### config.mk
export PLATFORM = sky130hd
export DESIGN_NAME = conv_unit_ctrl
export DESIGN_NICKNAME = d
export VERILOG_FILES = /design/src/rtl/conv_unit_ctrl.sv
export SDC_FILE = /design/constraint.sdc
export NUM_CORES = 1
export LEC_CHECK = 0
export BUFFER_PORTS_ARGS = -buffer_cell sky130_fd_sc_hd__buf_2
export CAP_MARGIN = 20
export CORE_MARGIN = 2
export CORE_UTILIZATION = 45
export DETAILED_ROUTE_END_ITERATION = 16
export PLACE_DENSITY = 0.68
export RECOVER_POWER = 25
export SYNTH_ARGS = -nofsm -noshare
export SYNTH_HDL_FRONTEND = slang
export SYNTH_SLANG_ARGS = --single-unit
### constraint.sdc
create_clock -name clk -period 3.13 [get_ports clk]
set_clock_uncertainty 0.1 [all_clocks]
set_input_delay 0.1565 -clock clk [delete_from_list [all_inputs] [get_ports clk]]
set_output_delay 0.1565 -clock clk [all_outputs]
set_load 0.01 [all_outputs]
### src/rtl/conv_unit_ctrl.sv
// conv_unit_ctrl: job sequencer for the conv_unit MAC datapath.
// Walks beats column-major (col, then channel, then sel 0..2) and emits
// registered per-beat MAC/adder/transfer controls one cycle after each beat.
// Optional build macro: CONV_UNIT_CTRL_PERF_EN adds perf_beats/perf_stalls.
module conv_unit_ctrl #(
  parameter int unsigned CH_W       = 8,
  parameter int unsigned COL_W      = 10,
  parameter int unsigned DATA_WIDTH = 16,
  parameter int unsigned FLUSH_CYC  = 4
) (
  input  logic                  clk,
  input  logic                  rstn,
  input  logic                  start,
  input  logic [CH_W-1:0]       cfg_ch,
  input  logic [COL_W-1:0]      cfg_cols,
  input  logic [DATA_WIDTH-1:0] bias_in,
  input  logic                  s_valid,
  output logic                  s_ready,
  output logic                  MA_en,
  output logic                  T_en,
  output logic                  T_sel,
  output logic                  dv_out,
  output logic [1:0]            A_sel,
  output logic [DATA_WIDTH-1:0] bias_out,
  output logic                  busy,
  output logic                  done
`ifdef CONV_UNIT_CTRL_PERF_EN
  ,
  output logic [31:0]           perf_beats,
  output logic [31:0]           perf_stalls
`endif
);

  localparam int unsigned FL_W  = $clog2(FLUSH_CYC + 1);
  localparam int unsigned SEL_W = 2;

  typedef enum logic [2:0] {
    ST_IDLE  = 3'd0,
    ST_LOAD  = 3'd1,
    ST_RUN   = 3'd2,
    ST_FLUSH = 3'd3,
    ST_DONE  = 3'd4
  } state_e;

  state_e                state_q, state_d;
  logic [SEL_W-1:0]      sel_q, sel_d;
  logic [CH_W-1:0]       ch_q, ch_d;
  logic [COL_W-1:0]      col_q, col_d;
  logic [FL_W-1:0]       flush_q, flush_d;
  logic [CH_W-1:0]       cfg_ch_q, cfg_ch_d;
  logic [COL_W-1:0]      cfg_cols_q, cfg_cols_d;
  logic [DATA_WIDTH-1:0] bias_q, bias_d;
  logic                  s_ready_q, s_ready_d;
  logic                  ma_en_q, ma_en_d;
  logic                  t_en_q, t_en_d;
  logic [1:0]            a_sel_q, a_sel_d;
  logic                  busy_q, busy_d;
  logic                  done_q, done_d;

  logic beat_acc;
  logic last_beat;

  assign beat_acc  = (state_q == ST_RUN) && s_valid && s_ready_q;
  assign last_beat = (col_q == cfg_cols_q - COL_W'(1)) &&
                     (ch_q == cfg_ch_q - CH_W'(1)) &&
                     (sel_q == SEL_W'(2));

  // Next-state, beat counters and per-beat control decode.
  // The first FLUSH cycle presents the final beat's controls; FLUSH_CYC
  // further drain cycles follow before DONE.
  always_comb begin
    state_d    = state_q;
    sel_d      = sel_q;
    ch_d       = ch_q;
    col_d      = col_q;
    flush_d    = flush_q;
    cfg_ch_d   = cfg_ch_q;
    cfg_cols_d = cfg_cols_q;
    bias_d     = bias_q;
    ma_en_d    = 1'b0;
    t_en_d     = 1'b0;
    a_sel_d    = 2'd0;

    case (state_q)
      ST_IDLE: begin
        if (start) begin
          state_d    = ST_LOAD;
          cfg_ch_d   = cfg_ch;
          cfg_cols_d = cfg_cols;
          bias_d     = bias_in;
          sel_d      = '0;
          ch_d       = '0;
          col_d      = '0;
        end
      end
      ST_LOAD: begin
        if ((cfg_ch_q == '0) || (cfg_cols_q == '0)) state_d = ST_DONE;
        else                                        state_d = ST_RUN;
      end
      ST_RUN: begin
        if (beat_acc) begin
          ma_en_d = 1'b1;
          if ((col_q == '0) && (ch_q == '0) && (sel_q == SEL_W'(0)))
            a_sel_d = 2'd2;
          else if ((col_q != '0) && (ch_q == '0) && (sel_q == SEL_W'(1)))
            a_sel_d = 2'd1;
          t_en_d = (col_q >= COL_W'(3)) && (ch_q == '0) && (sel_q == SEL_W'(1));

          if (sel_q == SEL_W'(2)) begin
            sel_d = '0;
            if (ch_q == cfg_ch_q - CH_W'(1)) begin
              ch_d  = '0;
              col_d = col_q + COL_W'(1);
            end else begin
              ch_d = ch_q + CH_W'(1);
            end
          end else begin
            sel_d = sel_q + SEL_W'(1);
          end

          if (last_beat) begin
            state_d = ST_FLUSH;
            flush_d = '0;
          end
        end
      end
      ST_FLUSH: begin
        if (flush_q == FL_W'(FLUSH_CYC)) state_d = ST_DONE;
        else                             flush_d = flush_q + FL_W'(1);
      end
      ST_DONE: begin
        state_d = ST_IDLE;
      end
      default: begin
        state_d = ST_IDLE;
      end
    endcase

    s_ready_d = (state_d == ST_RUN);
    busy_d    = (state_d != ST_IDLE);
    done_d    = (state_d == ST_DONE);
  end

  // State, counters and registered outputs.
  always_ff @(posedge clk or negedge rstn) begin
    if (!rstn) begin
      state_q    <= ST_IDLE;
      sel_q      <= '0;
      ch_q       <= '0;
      col_q      <= '0;
      flush_q    <= '0;
      cfg_ch_q   <= '0;
      cfg_cols_q <= '0;
      bias_q     <= '0;
      s_ready_q  <= 1'b0;
      ma_en_q    <= 1'b0;
      t_en_q     <= 1'b0;
      a_sel_q    <= 2'd0;
      busy_q     <= 1'b0;
      done_q     <= 1'b0;
    end else begin
      state_q    <= state_d;
      sel_q      <= sel_d;
      ch_q       <= ch_d;
      col_q      <= col_d;
      flush_q    <= flush_d;
      cfg_ch_q   <= cfg_ch_d;
      cfg_cols_q <= cfg_cols_d;
      bias_q     <= bias_d;
      s_ready_q  <= s_ready_d;
      ma_en_q    <= ma_en_d;
      t_en_q     <= t_en_d;
      a_sel_q    <= a_sel_d;
      busy_q     <= busy_d;
      done_q     <= done_d;
    end
  end

  assign s_ready  = s_ready_q;
  assign MA_en    = ma_en_q;
  assign dv_out   = ma_en_q;
  assign T_en     = t_en_q;
  assign T_sel    = t_en_q;
  assign A_sel    = a_sel_q;
  assign bias_out = bias_q;
  assign busy     = busy_q;
  assign done     = done_q;

`ifdef CONV_UNIT_CTRL_PERF_EN
  logic [31:0] perf_beats_q, perf_beats_d;
  logic [31:0] perf_stalls_q, perf_stalls_d;

  // Saturating beat / stall counters, cleared by an accepted start.
  always_comb begin
    perf_beats_d  = perf_beats_q;
    perf_stalls_d = perf_stalls_q;
    if ((state_q == ST_IDLE) && start) begin
      perf_beats_d  = '0;
      perf_stalls_d = '0;
    end else begin
      if (beat_acc && (perf_beats_q != '1))
        perf_beats_d = perf_beats_q + 32'd1;
      if ((state_q == ST_RUN) && !s_valid && (perf_stalls_q != '1))
        perf_stalls_d = perf_stalls_q + 32'd1;
    end
  end

  // Perf counter registers.
  always_ff @(posedge clk or negedge rstn) begin
    if (!rstn) begin
      perf_beats_q  <= '0;
      perf_stalls_q <= '0;
    end else begin
      perf_beats_q  <= perf_beats_d;
      perf_stalls_q <= perf_stalls_d;
    end
  end

  assign perf_beats  = perf_beats_q;
  assign perf_stalls = perf_stalls_q;
`endif

endmodule

==> flow_summary_export.csv, run 1 <==
group,metric,value,unit
run_status,outcome,"finished, violations left",
run_status,violations,"capacitance limit, slew limit",
worst_setup_path,end_kind,"register",
detailed_routing,firstDrtPassIters,4,
synthesis,syn_inst,405,
pwr,leakage,2.12,nW
worst_setup_path,required,3.29,ns
timing,rsz0062_at_grt,"false",
clocking,postCtsSetupBuffers,0,
synthesis,synth_flop_cell,"dfrtp_1",
grt,overflow,0,
placement,gp_congestion,0.825,
pwr,p_clk_share,22.3,%
synthesis,ys_types,56,
worst_setup_path,worstSetupPathType,"reg -> reg",
grt,grt_pass1_vias,3188,
timing,finalSetupTns,0,ns
timing,hold_viol_final,0,
grt,track_usage,20.9,%
synthesis,synth-seq-area-share,45.2,%
pwr,ir_worst_vdd,0.470,mV
placement,dp_hpwl,5.63,mm
worst_setup_path,arrival,3.04,ns
worst_setup_path,crit_path_start_kind,"register",
timing,timing.fmax,0.347,GHz
synthesis,synth.top_cell.area_share,45.2,%
detailed_routing,via_per_inst,5.38,
finish,area_growth_syn_to_layout,24.0,%
pwr,p_sw_share,40.1,%
timing,slew-limit-headroom,-6.30,%
placement,numPortBuffers,62,
clocking,cts_tree,"yes",
clocking,clockRootBuffer,"clkbuf_8",
grt,grt_pass1_wl,14.8,mm
clocking,clkTransAtPathRegs,0.07,ns
pwr,p_seq_share,38.3,%
synthesis,netlist_top_cells_count,"nand2_1 (101), dfrtp_1 (67), a21oi_1 (19)",
finish,final_nets,543,
floorplan,die_x,94.8,um
detailed_routing,drt_iter0_drc,169,
grt,grt_max_degree,68,
timing,hold-worst-slack,0.0939,ns
grt,antenna_found_initial,0,
clocking,clk_latency,0.34,ns
synthesis,yosysMostFrequentCell,"nand2_1",
synthesis,yosysTopAreaCell,"dfrtp_1",
floorplan,ios,63,
worst_setup_path,worstPathMaxFanout,16,
clocking,numClockSinks,67,
synthesis,synthArstFlopShare,100,%
synthesis,synth_edf_count,0,
floorplan,core-area,8090,um^2
clocking,htree_levels,3,
clocking,cts_buffers,9,
synthesis,synth_warnings,0,
floorplan,start_util,45.8,%
timing,fin_crit,2.88,ns
worst_hold_path,hp-class,"in -> reg",
floorplan,die_h,94.8,um
detailed_routing,vias,3263,
timing,period_share,92.0,%
run,cap_violations,1,
synthesis,syn-cell-area,3710,um^2
pwr,powerDensity,855,nW/um^2
pwr,intPower,2.35,mW
detailed_routing,wirelength,8.67,mm
finish,final_layout_size_suffix_gt1_share,14.8,%
timing,report.final.slew_viol_count,68,
finish,insertedDiodeCount,0,
floorplan,dieArea,8980,um^2
clocking,clk_path_buf_depth,2,
timing,setup_viol,0,
synthesis,synth_area_per_cell,9.15,um^2
detailed_routing,wl_per_cell,14.3,um
detailed_routing,detail-route-antenna-nets,0,
synthesis,synth_area_leaders,"dfrtp_1 (45%), nand2_1 (10%), ha_1 (3.0%), xnor2_1 (2.8%), a21oi_1 (2.6%)",
clocking,ctsHoldBuffers,36,
detailed_routing,drc,0,
synthesis,ys_seq_elements,67,
timing,tightest_slew,1.59,ns
floorplan,rows,33,
pwr,pwr-share-comb,39.4,%
clocking,cts.repair.resized,0,
pwr,switchingPower,1.58,mW
synthesis,synth_nets,452,
## area by class of cell
type	count	area, um^2
repair buffers	102	667
fillers	714	3500
clock buffers	11	141
inverters	15	56.3
multi-input cells	301	1820
clock inverters	5	100
flip-flops and latches	67	1680
well taps	105	131
## worst max-delay path, cell delays in order, from the launching register on
cell,delay [ns]
dfrtp_1,0.50
or3b_4,0.45
or4b_4,0.56
and2_0,0.43
or4_1,0.60
a21oi_1,0.15
## path summary, 6_finish.rpt
check                              from            to  cells past startpoint  slack, ns
max in group asynchronous          rstn    state_q[2]                      3       1.24
setup / recovery             state_q[1]      col_q[4]                      5       0.25
hold / removal                  s_valid         MA_en                      3       0.09
min in group asynchronous          rstn  bias_out[11]                      3       0.74
hold reg to reg            bias_out[11]  bias_out[11]                      2       0.38
setup reg to reg             state_q[1]      col_q[4]                      5       0.25
## power by group through the flow
stage                     Combinational, mW  Clock, mW  Sequential, mW
after floorplan                        1.17          0            1.45
after global placement                 1.49          0            1.49
after detailed placement               1.53          0            1.50
after CTS                              1.57      0.886            1.50
after global routing                   1.74      0.937            1.56
final                                  1.55      0.877            1.50
## per-stage QoR
stage               std cells  cell area [um^2]  util [%]  worst slack, ns  total power, mW
CTS                       606              4630      57.2            0.260             3.96
global route              606              4600      56.8           0.0721             4.23
floorplan                 405              3710         -            0.624             2.63
detailed placement        554              4030      49.8            0.297             3.04
global placement          554              4030      49.8            0.364             2.98
finish                    606              4600      56.8            0.251             3.93
## per-layer routing
metal / vias to the layer above / share of wire [%] / wire length [um] / global-route usage, %
li1: 1592 / - / - / -
met3: 6 / 4.9 / 427 / 4.71
met2: 93 / 48 / 4200 / 34.7
met4: 0 / 0.43 / 37 / 4.47
met5: - / 0 / 0 / 0
met1: 1572 / 46 / 4010 / 28.1
## sequential cells by signal, indices dropped and copies added (netlist names)
name / cells
bias_out: 16
cfg_cols_q: 10
col_q: 10
cfg_ch_q: 8
ch_q: 8
flush_q: 3
state_q: 3
A_sel: 2
sel_q: 2
MA_en: 1
T_en: 1
busy: 1
done: 1
s_ready: 1
## cells in the final DEF (no fill, tap or decap), types with 2 or more instances in the layout
cell / netlist / layout
a31oi_1: 3 / 3
nor4_1: 6 / 6
o31ai_1: 10 / 10
nand3b_1: 3 / 3
clkinv_2: 0 / 2
or2_2: 2 / 2
o22ai_1: 2 / 2
xnor2_1: 12 / 12
clkbuf_1: 11 / 26
nor4b_1: 3 / 2
nor3b_1: 5 / 5
ha_1: 9 / 9
mux2_2: 2 / 2
dlygate4sd3_1: 0 / 36
a22o_1: 4 / 4
xor2_1: 8 / 8
nor2_1: 13 / 13
nand2b_1: 5 / 5
buf_4: 3 / 3
a21o_1: 2 / 2
buf_2: 1 / 37
a21oi_1: 19 / 19
and3_1: 3 / 3
nand3_1: 16 / 16
clkbuf_8: 4 / 10
bufinv_16: 0 / 3
a311oi_1: 2 / 2
o21ai_0: 12 / 12
mux2i_1: 4 / 4
nor3_1: 6 / 6
or3_1: 6 / 6
nand4b_1: 2 / 2
nand2_1: 101 / 101
and3_2: 2 / 2
dfrtp_1: 67 / 67
or4_1: 10 / 10
or4b_2: 2 / 2
nand4_1: 8 / 8
inv_1: 15 / 15
## cell families (layout without fill, tap and decap cells)
kind of cell | after synthesis | after routing | synth area share, %
AND/OR/NAND/NOR | 204 | 204 | 28.4
flip-flops | 67 | 67 | 45.2
AO/OA/AOI/OAI | 62 | 62 | 11.2
buffers and inverters | 37 | 133 | 5.77
XOR/XNOR | 20 | 20 | 4.72
adder cells (fa/ha/maj) | 9 | 9 | 3.04
multiplexers | 6 | 6 | 1.69
(Power assumes the default switching activity.)
==> inputs of run 2 (changes only) <==
Settings changed: CELL_PAD_IN_SITES_DETAIL_PLACEMENT from default to 1, CELL_PAD_IN_SITES_GLOBAL_PLACEMENT from default to 2, CORE_UTILIZATION 45 to 37, PLACE_DENSITY 0.68 to 0.87.
Clock period 3.13 ns to 3.65 ns, I/O delays scaled along.
==> run 2 against run 1 <==
  * Register-to-register slack better by 0.43 ns
  * First-iteration DRC count is 46% lower
  * Critical path type unchanged
  * The run still ends with capacitance limit, slew limit left
  * Combinational power is 12% lower
  * Clock power is 27% lower
==> flow_summary_export.csv, run 2 (same netlist as run 1, synthesis figures left out) <==
group,metric,value,unit
timing,rsz0062_at_grt,"false",
detailed_routing,via_per_inst,5.21,
worst_setup_path,rr_worst_depth,7,
placement,numPortBuffers,62,
detailed_routing,wl_met3,289,um
finish,insertedDiodeCount,0,
grt,grt_max_degree,35,
grt,antenna_found_initial,0,
pwr,pwr-share-comb,41.5,%
placement,preCtsSetupSlack,0.696,ns
worst_setup_path,critPathMaxStageDelay,0.51,ns
floorplan,start_util,38.1,%
floorplan,ios,63,
clocking,clockRootBuffer,"clkbuf_8",
worst_hold_path,whs_path_depth,3,
grt,grt_pass1_wl,17.4,mm
clocking,cts_tree,"yes",
detailed_routing,firstDrtPassIters,4,
pwr,powerDensity,719,nW/um^2
finish,largest_register_ffs,16,
floorplan,dieArea,10800,um^2
placement,gp_congestion,0.789,
grt,overflow,0,
timing,report.final.slew_viol_count,35,
finish,final_nets,543,
grt,track_usage,20.0,%
run_status,outcome,"finished, violations left",
clocking,htree_levels,3,
clocking,clk_latency,0.35,ns
timing,setup_ws,0.685,ns
worst_setup_path,required,3.82,ns
worst_setup_path,end_kind,"register",
detailed_routing,detail-route-antenna-nets,0,
floorplan,core-area,9730,um^2
pwr,p_sw_share,42.9,%
finish,area_growth_syn_to_layout,23.8,%
grt,grt_pass1_vias,3586,
floorplan,die_x,104,um
detailed_routing,drt_iter0_drc,91,
detailed_routing,drc,0,
clocking,clkTransAtPathRegs,0.08,ns
clocking,clk_path_buf_depth,2,
finish,final_common_cell,"nand2_1",
worst_setup_path,crit_path_start_kind,"register",
finish,final_cell_mix,"nand2_1 (101), dfrtp_1 (67), buf_2 (36)",
finish,design_area,4590,um^2
pwr,intPower,1.89,mW
timing,setup_viol,0,
pwr,switchingPower,1.42,mW
placement,dp_hpwl,7.15,mm
timing,period_share,81.2,%
pwr,ir_worst_vdd,0.298,mV
pwr,leakage,2.09,nW
clocking,cts_buffers,9,
floorplan,rows,36,
worst_setup_path,arrival,3.13,ns
worst_setup_path,crit_slowest_cell,"or4_1",
run_status,violations,"capacitance limit, slew limit",
timing,slew-limit-headroom,-29.4,%
timing,hold_viol_final,0,
timing,tightest_slew,1.94,ns
finish,final_layout_size_suffix_gt1_share,15.0,%
placement,placed_cell_area,4070,um^2
detailed_routing,vias,3305,
detailed_routing,met2_length,5.67,mm
detailed_routing,wirelength,10.5,mm
worst_hold_path,hp-class,"in -> reg",
pwr,p_seq_share,39.0,%
timing,fin_crit,2.97,ns
timing,finalSetupTns,0,ns
worst_setup_path,worstSetupPathType,"reg -> reg",
run,cap_violations,1,
clocking,numClockSinks,67,
worst_setup_path,worstPathMaxFanout,19,
detailed_routing,wl_per_cell,16.5,um
floorplan,die_h,104,um
detailed_routing,routed.top_layer,"met4",
pwr,p_total,3.30,mW
detailed_routing,wl_met1,4.27,mm
timing,timing.fmax,0.337,GHz
worst_setup_path,cp_cell_sequence,"nor3_4, nand4_1, a2111oi_2, a31oi_1, buf_4, or4_1, a21oi_1",
pwr,p_clk_share,19.4,%
-- run 2: changes by cell type in the layout (fill, tap and decap cells not counted), sizes merged --
| cell | change |
|---|---|
| clkinv | +2 |
| buf | +1 |
| clkbuf | -1 |
| dlygate4sd3 | -1 |
| clkinvlp | +1 |
| bufinv | -2 |
-- run 2: final cells by class --
class / instances / area, um^2
Clock buffer: 10 / 138
Clock inverter: 6 / 65.1
Fill cell: 1165 / 5140
Inverter: 15 / 56.3
Multi-Input combinational cell: 301 / 1820
Sequential cell: 67 / 1680
Tap cell: 133 / 166
Timing Repair Buffer: 102 / 666
-- run 2: worst paths after layout --
kind / from / slack, ns / endpoint
min in group asynchronous: rstn / 0.82 / ch_q[4]
min reg2reg: bias_out[9] / 0.38 / bias_out[9]
min: start / 0.06 / busy
max in group asynchronous: rstn / 1.31 / bias_out[3]
max: cfg_ch_q[2] / 0.68 / col_q[9]
max reg2reg: cfg_ch_q[2] / 0.68 / col_q[9]
-- run 2: worst max-delay path, delay by kind of cell, from the launching register on --
family | cells | cell delay (ns)
DFF | 1 | 0.47
buffers and inverters | 1 | 0.32
AOI/OAI and AO/OA | 3 | 1.03
and+or+nand+nor | 3 | 0.99
-- run 2: repair_timing --
| item | 4_1_cts | 5_1_grt |
|---|---|---|
| hold buffers | 35 | 0 |
| gates resized for setup | 0 | 0 |
| hold endpoints to repair | 67 | 0 |
| endpoints found under the setup margin | 0 | 0 |
| buffers inserted | 0 | 0 |
-- run 2: layer usage --
metal,track usage (%),vias to the layer above
met5,0,-
met4,6.76,0
met3,4.45,18
met2,37.9,53
met1,21.9,1638
li1,-,1596
-- run 2: power groups by stage --
stage | logic (mW) | registers [mW] | clock network (mW)
after floorplan | 1.01 | 1.25 | 0
after global placement | 1.31 | 1.28 | 0
after detailed placement | 1.35 | 1.30 | 0
after CTS | 1.40 | 1.29 | 0.667
after global routing | 1.53 | 1.33 | 0.683
final | 1.37 | 1.29 | 0.642
-- run 2: metrics by stage --
stage          cells  util [%]  hold slack [ns]
6_report         634      47.2           0.0559
5_1_grt          634      47.2           0.0531
4_1_cts          634      47.5           0.0380
3_5_place_dp     583      41.8            0.219
3_3_place_gp     583      41.8            0.200
2_1_floorplan    405         -           -0.213
